<file path="config.mk">
export PLATFORM = sky130hd
export DESIGN_NAME = onfi_get_status
export DESIGN_NICKNAME = d
export VERILOG_FILES = /design/src/rtl/onfi_pkg.sv /design/src/rtl/onfi_sync_edge.sv /design/src/rtl/onfi_get_status.sv
export SDC_FILE = /design/constraint.sdc
export NUM_CORES = 1
export LEC_CHECK = 0
export CORE_UTILIZATION = 48
export CTS_CLUSTER_DIAMETER = 60
export DETAILED_ROUTE_END_ITERATION = 10
export DONT_BUFFER_PORTS = 1
export HOLD_SLACK_MARGIN = 0.02
export PLACE_DENSITY = 0.72
export REMOVE_ABC_BUFFERS = 1
export SYNTH_ARGS = -nofsm -noshare
export SYNTH_HDL_FRONTEND = slang
export SYNTH_SLANG_ARGS = --single-unit
</file>
<file path="constraint.sdc">
create_clock -name onfi_clk -period 1.9 [get_ports onfi_clk]
set_input_delay 0.38 -clock onfi_clk [delete_from_list [all_inputs] [get_ports onfi_clk]]
set_output_delay 0.38 -clock onfi_clk [all_outputs]
set_load 0.05 [all_outputs]
</file>
<file path="src/rtl/onfi_pkg.sv">
// Shared ONFI definitions: command codes, sequencer states and result-word layout.
package onfi_pkg;

    localparam logic [7:0] CMD_RESET           = 8'hFF;
    localparam logic [7:0] CMD_READ_ID         = 8'h90;
    localparam logic [7:0] CMD_READ_STATUS     = 8'h70;
    localparam logic [7:0] CMD_READ_STATUS_ENH = 8'h78;

    localparam int DATA_VALID_BIT = 8;
    localparam int DATA_TOUT_BIT  = 9;

    typedef enum logic [3:0] {
        ST_IDLE,
        ST_CMD,
        ST_AD0,
        ST_AD1,
        ST_AD2,
        ST_WHR,
        ST_READ,
        ST_CAP,
        ST_TOUT,
        ST_GAP
    } state_t;

    function automatic logic [31:0] pack_result(input logic tout, input logic vld,
                                                input logic [7:0] status);
        logic [31:0] w;
        w                 = 32'h0;
        w[7:0]            = status;
        w[DATA_VALID_BIT] = vld;
        w[DATA_TOUT_BIT]  = tout;
        return w;
    endfunction

endpackage

</file>
<file path="src/rtl/onfi_sync_edge.sv">
// Two-flop synchronizer for an asynchronous level, plus a one-cycle rising-edge pulse.
module onfi_sync_edge (
    input  logic clk,
    input  logic rst,
    input  logic async_in,
    output logic rise
);

    logic s1;
    logic s2;
    logic s3;

    always_ff @(posedge clk) begin
        if (rst) begin
            s1 <= 1'b0;
            s2 <= 1'b0;
            s3 <= 1'b0;
        end else begin
            s1 <= async_in;
            s2 <= s1;
            s3 <= s2;
        end
    end

    assign rise = s2 & ~s3;

endmodule

</file>
<file path="src/rtl/onfi_get_status.sv">
// Free-running Read Status Enhanced (78h) sequencer: command, 3 row bytes, tWHR,
// DQS-strobed status capture with timeout, then CE# high for GAP cycles.
module onfi_get_status
    import onfi_pkg::*;
#(
    parameter int T_WHR   = 6,
    parameter int TIMEOUT = 64,
    parameter int GAP     = 4
) (
    input  logic        onfi_clk,
    input  logic        rst,
    input  logic [31:0] addr,
    input  logic [7:0]  onfi_dq,
    input  logic        onfi_dqs,
    output logic [31:0] data,
    output logic        onfi_cen,
    output logic        onfi_cle,
    output logic        onfi_ale,
    output logic        onfi_wen,
    output logic [31:0] onfi_dq_o,
    output logic        onfi_dq_en,
    output logic        onfi_dqs_en
);

    // The IDLE cycle also keeps CE# high, so the GAP state itself is one cycle shorter.
    localparam int GAP_CYC = (GAP > 1) ? GAP - 1 : 1;
    localparam int WHR_CYC = (T_WHR > 0) ? T_WHR : 1;
    localparam int CNT_MAX = (TIMEOUT > WHR_CYC) ? ((TIMEOUT > GAP_CYC) ? TIMEOUT : GAP_CYC)
                                                 : ((WHR_CYC > GAP_CYC) ? WHR_CYC : GAP_CYC);
    localparam int CW      = $clog2(CNT_MAX + 1);

    state_t          state;
    logic            phase;
    logic [CW-1:0]   cnt;
    logic [23:0]     row;
    logic            dqs_rise;
    logic [7:0]      next_byte;
    logic            addr_unused;

    assign addr_unused = ^addr[31:24];

    onfi_sync_edge u_dqs_sync (
        .clk      (onfi_clk),
        .rst      (rst),
        .async_in (onfi_dqs),
        .rise     (dqs_rise)
    );

    always_comb begin
        next_byte = row[7:0];
        case (state)
            ST_AD0:  next_byte = row[15:8];
            ST_AD1:  next_byte = row[23:16];
            default: next_byte = row[7:0];
        endcase
    end

    always_ff @(posedge onfi_clk) begin
        if (rst) begin
            state       <= ST_IDLE;
            phase       <= 1'b0;
            cnt         <= '0;
            row         <= '0;
            data        <= '0;
            onfi_cen    <= 1'b1;
            onfi_cle    <= 1'b0;
            onfi_ale    <= 1'b0;
            onfi_wen    <= 1'b1;
            onfi_dq_o   <= '0;
            onfi_dq_en  <= 1'b0;
            onfi_dqs_en <= 1'b0;
        end else begin
            case (state)
                ST_IDLE: begin
                    row        <= addr[23:0];
                    state      <= ST_CMD;
                    phase      <= 1'b0;
                    onfi_cen   <= 1'b0;
                    onfi_cle   <= 1'b1;
                    onfi_wen   <= 1'b0;
                    onfi_dq_en <= 1'b1;
                    onfi_dq_o  <= {24'h0, CMD_READ_STATUS_ENH};
                end
                ST_CMD, ST_AD0, ST_AD1: begin
                    if (!phase) begin
                        phase    <= 1'b1;
                        onfi_wen <= 1'b1;
                    end else begin
                        phase     <= 1'b0;
                        onfi_wen  <= 1'b0;
                        onfi_cle  <= 1'b0;
                        onfi_ale  <= 1'b1;
                        onfi_dq_o <= {24'h0, next_byte};
                        state     <= (state == ST_CMD) ? ST_AD0 :
                                     (state == ST_AD0) ? ST_AD1 : ST_AD2;
                    end
                end
                ST_AD2: begin
                    if (!phase) begin
                        phase    <= 1'b1;
                        onfi_wen <= 1'b1;
                    end else begin
                        phase      <= 1'b0;
                        onfi_ale   <= 1'b0;
                        onfi_dq_en <= 1'b0;
                        onfi_dq_o  <= '0;
                        cnt        <= '0;
                        state      <= ST_WHR;
                    end
                end
                ST_WHR: begin
                    if (cnt == CW'(WHR_CYC - 1)) begin
                        cnt         <= '0;
                        onfi_dqs_en <= 1'b1;
                        state       <= ST_READ;
                    end else begin
                        cnt <= cnt + 1'b1;
                    end
                end
                ST_READ: begin
                    // DQ is stable while DQS is high, so sample it in the edge cycle.
                    if (dqs_rise) begin
                        data  <= pack_result(1'b0, 1'b1, onfi_dq);
                        state <= ST_CAP;
                    end else if (cnt == CW'(TIMEOUT - 1)) begin
                        data  <= pack_result(1'b1, 1'b0, 8'h00);
                        state <= ST_TOUT;
                    end else begin
                        cnt <= cnt + 1'b1;
                    end
                end
                ST_CAP, ST_TOUT: begin
                    onfi_cen    <= 1'b1;
                    onfi_dqs_en <= 1'b0;
                    cnt         <= '0;
                    state       <= ST_GAP;
                end
                ST_GAP: begin
                    if (cnt == CW'(GAP_CYC - 1)) begin
                        cnt   <= '0;
                        state <= ST_IDLE;
                    end else begin
                        cnt <= cnt + 1'b1;
                    end
                end
                default: state <= ST_IDLE;
            endcase
        end
    end

endmodule

</file>
; Word level (Yosys, flattened, before mapping)
; Index checks and enable logic that the tools add are counted.
[totals]
out_inout_bits = 70
register_bits = 109
in_bits = 43
wordCells = 93
[classes]
eq_ne = 20
n_mux = 33
reduce_logical = 22
addsub = 1
bitwise_logic = 2
[ops]
columns = operator, n
row1 = two-way mux 32 bit, 4
row2 = case mux 32 bit (3 select lines), 1
row3 = two-way mux 7 bit, 5
row4 = case mux 7 bit (5 select lines), 1
row5 = case mux 4 bit (7 select lines), 1
row6 = two-way mux 4 bit, 6
row7 = == test 4 x 3 -> 1 bit (second input constant), 4
row8 = case mux 8 bit (2 select lines), 1
row9 = inequality test 2 bit (second input constant), 7
row10 = nonzero test 2 bit, 7
row11 = case mux 1 bit (2 select lines), 6
row12 = AND reduction 2 bit, 5
row13 = == test 4 x 2 -> 1 bit (second input constant), 2
row14 = == test 4 bit (second input constant), 2
row15 = adder 7 x 1 -> 7 bit (second input constant), 1
row16 = == test 7 x 2 -> 1 bit (second input constant), 1
row17 = == test 7 x 3 -> 1 bit (second input constant), 1
row18 = == test 7 x 6 -> 1 bit (second input constant), 1
row19 = two-way mux 3 bit, 2
row20 = AND reduction 3 bit, 2
row21 = two-way mux 1 bit, 5
row22 = AND reduction 5 bit, 1
row23 = nonzero test 5 bit, 1
row24 = == test 4 x 1 -> 1 bit (second input constant), 1
row25 = 10 further kinds, 10

; Longest topological paths before layout
; Gate-level depths: netlist (run 1).
[depth]
ltp_word = 5
mapped_depth = 7
depth_no_buf = 7

; Modules after synthesis
; From an unflattened synthesis (run 1), not the netlist that was laid out.
[hier_totals]
hier_cells = 381
hier_area_um2 = 3099.2
[by_module_without_submodules]
columns = mod, cells_per_inst, area_per_inst_um2, n_inst
row1 = onfi_get_status, 374, 3011.6, 1
row2 = onfi_sync_edge, 7, 87.6, 1

; Worst setup path after synthesis (run 1)
; No wires, ideal clock.
[synth_timing]
kind = register to register
from = register cnt[6]
to = register state[1]
path_buffers = 0
setup_ns = 0.067
path_slack_ns = 0.015
arrival_ns = 1.818
required_ns = 1.833
path_stages_with_launch = 6
path_cell_list = dfxtp_1 > or4_4 > o311ai_4 > nand4_2 > or3_1 > a21oi_2
[synth_between]
elab_chain_len = 3
word_cells_on_any_way = 7
[synth_lines]
columns = item, line_no
row1 = start: declaration, onfi_get_status.sv:34  ; logic [CW-1:0] cnt;
row2 = start signal: assignment, onfi_get_status.sv:117  ; cnt <= cnt + 1'b1;
row3 = start signal: assignment, onfi_get_status.sv:129  ; cnt <= cnt + 1'b1;
row4 = start signal: assignment, onfi_get_status.sv:143  ; cnt <= cnt + 1'b1;
row5 = == test 7 x 6 -> 1 bit (tied with other cells), onfi_get_status.sv:125  ; end else if (cnt == CW'(TIMEOUT - 1)) begin
row6 = inequality test 3 bit (no line) or inequality test 2 bit (tied branches), -
row7 = AND reduction 5 bit (no line) (*), -
row8 = end signal: assignment, onfi_get_status.sv:94  ; state <= (state == ST_CMD) ? ST_AD0 :
row9 = end: declaration, onfi_get_status.sv:32  ; state_t state;
; Every way passes the cells marked *; elsewhere a longest branch is shown, timed or not.
; A chain may end at the register's enable or synchronous reset.

; Final worst setup path (run 1)
[layout_timing]
from = register cnt[4]
to = register cnt[4]
[layout_between]
elab_chain_len = 4
word_cells_on_any_way = 11
[layout_lines]
columns = item, line_no
row1 = adder 7 x 1 -> 7 bit, "onfi_get_status.sv:117, onfi_get_status.sv:129, onfi_get_status.sv:143"
row2 = two-way mux 7 bit, onfi_get_status.sv:125
row3 = two-way mux 7 bit, onfi_get_status.sv:122  ; if (dqs_rise) begin
row4 = case mux 7 bit (5 select lines), onfi_get_status.sv:73  ; case (state)
; Parallel ways exist; a longest one is shown, timed or not. The select of a mux whose other input is x is not followed.

==> results of run 1 <==
==> metrics by stage <==
step / instances / area (um2)
after floorplan: 368 / 2910
after global placement: 478 / 3260
after detailed placement: 478 / 3260
after CTS: 496 / 3470
after global routing: 497 / 3540
final: 497 / 3540
==> worst reg2reg max path, delay by kind of cell, from the launching register on <==
kind,cells,cell delay [ns]
compound gates,3,0.54
flops,1,0.32
buf+inv,1,0.17
simple gates,2,0.75
==> power breakdown <==
group	total [mW]	internal, mW	switching [mW]
registers	2.21	1.64	0.567
logic	2.26	0.911	1.35
clock network	1.13	0.601	0.526
==> cell usage in the layout (no fill, tap or decap), types with 8 or more instances in the layout <==
cell type,instances
nand2_1,68
a21oi_1,41
buf_4,34
conb_1,46
dfxtp_1,60
inv_1,9
nor3_1,8
nor2_1,29
o21ai_0,8
clkbuf_8,9
a22oi_1,8
==> cell families after synthesis <==
group,Yosys count
other,1
and+or+nand+nor,148
buffers and inverters,76
adders and majority gates,3
DFF,63
AOI/OAI and AO/OA,90
muxes,9
==> cell type report <==
| cell class | count | area, um2 |
|---|---|---|
| clock buffers | 10 | 128 |
| clock inverters | 6 | 61.3 |
| repair buffers | 36 | 278 |
| well taps | 77 | 96.3 |
| flip-flops and latches | 63 | 1260 |
| fillers | 596 | 2850 |
| inverters | 9 | 33.8 |
| multi-input cells | 296 | 1670 |
==> what timing repair did <==
action | CTS | global route
endpoints found under the setup margin | 7 | 9
setup buffers | 2 | 1
gates resized for setup | 2 | 14
pin swaps | 3 | 5
==> metal layers <==
metal | share of wire | track usage | up-vias
met2 | 0.44 | 0.288 | 96
li1 | - | - | 1310
met5 | 0 | 0 | -
met1 | 0.49 | 0.272 | 1215
met3 | 0.059 | 0.0534 | 7
met4 | 0.011 | 0.0801 | 0
==> registers in the layout, indices dropped and copies added, names as in the netlist <==
name,flops
onfi_dq_en,1
row,24
phase,1
data,10
onfi_cle,1
u_dqs_sync.s1,1
onfi_dq_o,8
onfi_dqs_en,1
onfi_cen,1
cnt,7
onfi_ale,1
u_dqs_sync.s3,1
onfi_wen,1
state,4
u_dqs_sync.s2,1
==> how the worst max path moves through the flow <==
stage               startpoint  endpoint  slack [ns]  depth (start not counted)
floorplan             state[0]    row[0]       -0.16                          3
global placement        cnt[6]    cnt[4]      -0.003                          6
detailed placement      cnt[6]    cnt[3]       -0.03                          6
CTS                     cnt[6]  state[1]        0.02                          6
global route            cnt[4]    cnt[4]       -0.08                          6
finish                  cnt[4]    cnt[4]       0.003                          6
==> flow_summary.toml, run 1 <==
[timing]
period_needed_ns = 1.90
max_freq_mhz = 527
max_slew.worst_pin.slew_ns = 0.566
slew_headroom = 0.622
setup_ws_ns = 0.00259
drv_slew = 0
finalSetupTns_ns = 0
hold_viol_final = 0
period_share = 0.999
rsz0062_at_grt = "true"
hold_ws_ns = 0.122
setup_violations = 0
skew_ns = 0.00625

[drt]
drtIter0Drc = 185
drt-total-wl_um = 6590
drtPass1Iterations = 4
viasPerCell = 5.29
vias = 2628
antenna_left = 0
wl_per_cell_um = 13.2
drc = 0

[power]
design_power_total_mw = 5.60
ir_worst_vdd_mv = 0.763
power_leakage_nw = 1.42
power_density_nw_per_um2 = 1580

[logic_synthesis]
yosysMostFrequentCell = "nand2_1"
seq_area_frac_synth = 0.396
ys_top_cells_by_area = "dfxtp_1 40%, buf_4 11%, nand2_1 8.0%"
async_flop_share = 0
synth-simple-area-share = 0.223
netlist_area_um2 = 3190
syn_inst = 390
yosys.area.top_type = "dfxtp_1"
synth_area_per_cell_um2 = 8.17
synthMuxAreaShare = 0.0310
synth_compound_area_frac = 0.185
synth_top_family_by_area = "simple AND/OR/NAND/NOR gates"
yosys-top-cells-count = "68 x nand2_1, 63 x dfxtp_1, 47 x buf_4"
yosysTopAreaCellShare = 0.396
yosysWarnings = 0
synth_xor_xnor_area_share = 0
synth-edff-count = 0
synth_ff_type = "dfxtp_1"
synth_seq_cells = 63
synth_fa_ha_area_frac = 0.0118
yosys.cell_types.count = 56

[clocking]
hold_buffers = 0
cts_inserted_buffers = 9
numClockSinks = 63
clk_path_buf_depth = 2
h-tree-depth = 3
ctsRootBufferMaster = "clkbuf_8"
cts_tree = "done"
clkSlewWorstSetupHoldPaths_ns = 0.07
worstSkewPairLatency_ns = 0.34

[global_route]
grt_max_degree = 67
grt_pass1_vias = 2323
grt_pass1_wl_um = 11000
gr-total-overflow = 0
grtUsageTotal = 0.196
antenna_found_initial = 0

[floorplanning]
fp.dieW_um = 83.5
start_util = 0.499
row_count = 29
core_um2 = 6390
die_h_um = 83.5
dieArea_um2 = 6970
io_pins = 113

[critical_path]
path_class = "reg2reg"
crit_family = "simple AND/OR/NAND/NOR gates"
rrSetupSlack_ns = 0.003
critPathArrivalTime_ns = 2.11
cp_cell_sequence = "or4_4 -> o311ai_4 -> nand3_2 -> buf_6 -> a21oi_2 -> o32ai_1"
cpMaxStageDelayCell = "or4_4"
cp_slowest_stage_delay_ns = 0.57
r2r_cells = 6
worstPathRequired_ns = 2.12
path_max_fanout = 5
r2r-start = "cnt[4]"
cp-start-kind = "register"
critPathCaptureType = "register"
path_buf_inv = 1
rr_endpoint = "cnt[4]"

[layout]
area_growth_pct = 11.0
diodes = 0
finalNetCount = 461
post-route-util = 0.554
drive_above_1_share = 0.190

[hold_path]
hp-start = "rst"
hp-class = "in2reg"
min_to = "cnt[1]"
hold_depth = 1

[placed_design]
gp_congestion = 0.851
place_ws_ns = -0.0310
io_buffers = 0
place_hpwl_um = 4430

[job]
drv_cap = 0

[status]
status = "finished, final reports clean"
Note: power is estimated with default switching activity, not from simulation.
==> inputs of run 2 (changes only) <==
PLACE_DENSITY = 0.66   (was 0.72)
==> run 2 against run 1 <==
Routed wire length up 2.3%. Cell count is 0.60% higher. Sequential power hardly changed. Clock skew fell by 0.0012 ns. Non-clock buffer count up 4. Largest cell class unchanged. Die area did not move. Critical path type unchanged. Clock power is 18% higher. Setup slack better by 0.00083 ns. Largest power group unchanged. Combinational power rose by 3%.
==> flow_summary.toml, run 2 (synthesis results as in run 1) <==
[clocking]
cts_tree = "done"
worstSkewPairLatency_ns = 0.34
clk_path_buf_depth = 2
ctsRootBufferMaster = "clkbuf_8"
cts_inserted_buffers = 9
clkSlewWorstSetupHoldPaths_ns = 0.07
numClockSinks = 63
h-tree-depth = 3
hold_buffers = 0

[timing]
max_slew.worst_pin.slew_ns = 0.547
finalSetupTns_ns = 0
max_freq_mhz = 527
slew_headroom = 0.635
drv_slew = 0
rsz0062_at_grt = "true"
period_share = 0.998
setup_violations = 0
period_needed_ns = 1.90
hold_viol_final = 0
skew_ns = 0.00510

[floorplanning]
row_count = 29
start_util = 0.499
fp.dieW_um = 83.5
io_pins = 113
core_um2 = 6390
die_h_um = 83.5
dieArea_um2 = 6970

[layout]
layout.cells.non_filler = 500
area_growth_pct = 12.6
multi_input_area_um2 = 1640
finalNetCount = 465
reg_top3 = "row x24, data x10, onfi_dq_o x8"
fillers = 608
diodes = 0
largest-register = "row"
finalInstanceArea_um2 = 3590
drive_above_1_share = 0.191
final_common_cell = "nand2_1"
largest_register_ffs = 24
final_cell_mix = "68 x nand2_1, 59 x dfxtp_1, 46 x conb_1"
post-route-util = 0.562
register_area_um2 = 1270

[status]
status = "finished, final reports clean"

[critical_path]
crit_end = "state[1]"
rr_endpoint = "state[1]"
cp-start-kind = "register"
critPathArrivalTime_ns = 2.17
rrSetupSlack_ns = 0.003
r2r-start = "cnt[3]"
path_class = "reg2reg"
path_max_fanout = 3
worstPathRequired_ns = 2.18
worstSetupStartpoint = "cnt[3]"
r2r_cells = 6
critPathCaptureType = "register"

[power]
ir_worst_vdd_mv = 1.29
power_density_nw_per_um2 = 1630
power_leakage_nw = 1.46

[global_route]
grt_pass1_vias = 2373
gr-total-overflow = 0
grt_max_degree = 67
grt_pass1_wl_um = 11100
grtUsageTotal = 0.200
antenna_found_initial = 0

[placed_design]
placed_cells = 482
gp_congestion = 0.824
io_buffers = 0
place_area_um2 = 3300
place_hpwl_um = 4620

[hold_path]
hp-class = "in2reg"

[drt]
drtPass1Iterations = 4
vias = 2619
viasPerCell = 5.24
drt-total-wl_um = 6740
wl_per_cell_um = 13.5
antenna_left = 0
drtIter0Drc = 90
drc = 0

[job]
drv_cap = 0
run 2: cell types whose count changed in the layout (fill, tap and decap cells not counted), sizes merged:
cell,change
buf,+4
bufinv,+1
clkbuf,+2
clkinv,-3
clkinvlp,-1
run 2: timing repair:
| action | in CTS | in global routing |
|---|---|---|
| setup endpoints to repair | 8 | 9 |
| resized for setup | 6 | 4 |
| setup buffers | 1 | 2 |
| pin swaps | 4 | 4 |
| cloned | 0 | 0 |
run 2: worst max-delay path, cell delays in order (launching register included):
cell	delay [ns]
dfxtp_1	0.31
or4_4	0.56
o211ai_1	0.24
buf_4	0.16
nand4_2	0.08
or3_4	0.38
a21oi_2	0.11
run 2: final cells by class:
cell class                      instances  share of cell area
Clock buffer                           12              0.0460
Clock inverter                          3              0.0181
Inverter                                9             0.00942
Multi-Input combinational cell        296               0.458
Sequential cell                        63               0.353
Tap cell                               77              0.0269
Timing Repair Buffer                   40              0.0882
run 2: per-stage QoR:
step	hold slack [ns]	total power [mW]	setup slack, ns
2_1_floorplan	0.414	3.65	-0.158
3_3_place_gp	0.419	4.46	-0.0556
3_5_place_dp	0.437	4.51	-0.0957
4_1_cts	0.0763	5.87	0.00107
5_1_grt	0.0742	6.25	-0.0962
6_report	0.114	5.85	0.00342
run 2: routing by layer:
metal  vias to the layer above  share of wire  wire, um  track usage
met5                         -              0         0            0
met4                         0          0.020       136       0.0755
met3                         9          0.062       421       0.0821
met2                       100           0.46      3120        0.312
met1                      1190           0.45      3060        0.248
li1                       1320              -         -            -
run 2: how the worst min path moves through the flow:
stage	endpoint	slack, ns	cells past startpoint	from
finish	cnt[1]	0.11	1	rst
global route	cnt[1]	0.07	1	rst
CTS	state[1]	0.08	1	rst
detailed placement	row[22]	0.44	2	row[22]
global placement	u_dqs_sync.s2	0.42	1	u_dqs_sync.s1
floorplan	u_dqs_sync.s2	0.41	1	u_dqs_sync.s1
run 2: report_power, final:
| group | internal (mW) | leakage (nW) | total, mW | switching, mW |
|---|---|---|---|---|
| logic | 0.976 | 0.827 | 2.33 | 1.35 |
| clock network | 0.837 | 0.118 | 1.33 | 0.491 |
| registers | 1.64 | 0.518 | 2.20 | 0.555 |
| total | 3.46 | 1.46 | 5.85 | 2.40 |
==> RTL change (settings of run 1) <==
Change the parameter `TIMEOUT` from 64 to 32.
--- a/src/rtl/onfi_get_status.sv
+++ b/src/rtl/onfi_get_status.sv
@@ -5,5 +5,5 @@
 #(
     parameter int T_WHR   = 6,
-    parameter int TIMEOUT = 64,
+    parameter int TIMEOUT = 32,
     parameter int GAP     = 4
 ) (
Formal check against the unedited RTL: same outputs for any inputs over 10 cycles, from zero or initial values and one cycle with rst high; that may be too few to reach the edited logic, so the function may still have changed.
==> RTL change against run 1 <==
Sequential cell count is 1 lower. Wire length down 7.7%. Final area is 6.2% lower. Largest power group is now registers. Synthesized area is 3.1% lower. Hold slack got worse by 0.0038 ns. Critical path type unchanged. Die area fell by 3.0%. Global-route usage decreased by 0.62 points. Largest cell class unchanged. Worst setup slack improved by 0.11 ns. Clock power rose by 12%. Maximum frequency grew 5.9%. Power is 10% lower.
==> RTL change: results (changes against run 1) <==
r2r startpoint cnt[5]$_SDFFE_PP0P_; via count 2480 (-5.6%); Critical Path Max Stage Delay 0.51 ns (-0.06 ns); pin count of the biggest net entering global routing 62 (-7.5%); M1 wire length 2864 µm (-10%); worst endpoint data arrival time 2.05 ns (-0.06 ns); vias in the first global route 2105 (-9.4%); initial detailed-routing violation count 154 (-17%); status finished clean; Placed Area 3062 µm² (-6.0%); worst-path maximum fanout 6 (+1); first-pass GRT wire length 9701 µm (-12%); Layout Nets 443 (-3.9%); WL per Instance 12.74 µm (-3.8%); filler instances 587 (-1.5%); leakage 1.302 nW (-8.5%); largest cells by area after synthesis dfxtp_1, buf_4, nand2_1; clk_skew 0.007955 ns (+0.001703 ns); DP HPWL 4246 µm (-4.1%); maximum VDD drop 696.1 µV (-8.8%); routability cong. 0.8089 (-4.9%); Routed met2 length 2751 µm (-6.0%); placed cell count 461 (-3.6%); crit path max-delay cell type or4_1; met3 usage in global routing 6.044% (+0.70 points)
RTL change: cell count changes after synthesis, sizes merged, moves of 3 or more:
cell     before  now
buf          52   55
nor2         30   21
o2bb2ai       4    0
a211oi        0    6
nor3          8    5
o21ai         8   21
nand2        68   74
mux2          4    0
mux2i         5    8
nand3b        4    1
a22o          4    0
RTL change: path summary, 6_finish.rpt:
kind	endpoint	slack [ns]
hold reg to reg	u_dqs_sync.s2$_SDFF_PP0_	0.44
setup reg to reg	state[2]$_SDFFE_PP0P_	0.11
setup / recovery	state[2]$_SDFFE_PP0P_	0.11
hold / removal	u_dqs_sync.s1$_SDFF_PP0_	0.12
RTL change: power by group:
group	switching [mW]	total [mW]	internal, mW	leakage (nW)
registers	0.527	2.10	1.58	0.510
clock network	0.487	1.26	0.777	0.104
logic	1.07	1.65	0.580	0.688
total	2.08	5.01	2.93	1.30
RTL change: repair_timing:
action                                  CTS  global route
resized for setup                         0            10
endpoints found under the setup margin    0            13
setup buffers                             0             0
RTL change: area by class of cell:
| type | count | area, µm² | area share, % |
|---|---|---|---|
| Timing Repair Buffer | 20 | 150.1 | 4.525 |
| Clock buffer | 13 | 148.9 | 4.487 |
| Inverter | 11 | 41.29 | 1.244 |
| Sequential cell | 62 | 1245 | 37.52 |
| Clock inverter | 3 | 67.56 | 2.036 |
| Multi-Input combinational cell | 293 | 1572 | 47.36 |
| Tap cell | 75 | 93.84 | 2.828 |
RTL change: cells by family after synthesis:
group | synth area share, %
AOI/OAI and AO/OA | 18.44
adders and majority gates | 1.864
buffers and inverters | 15.56
DFF | 40.19
muxes | 2.593
other | 0.1214
and+or+nand+nor | 21.23
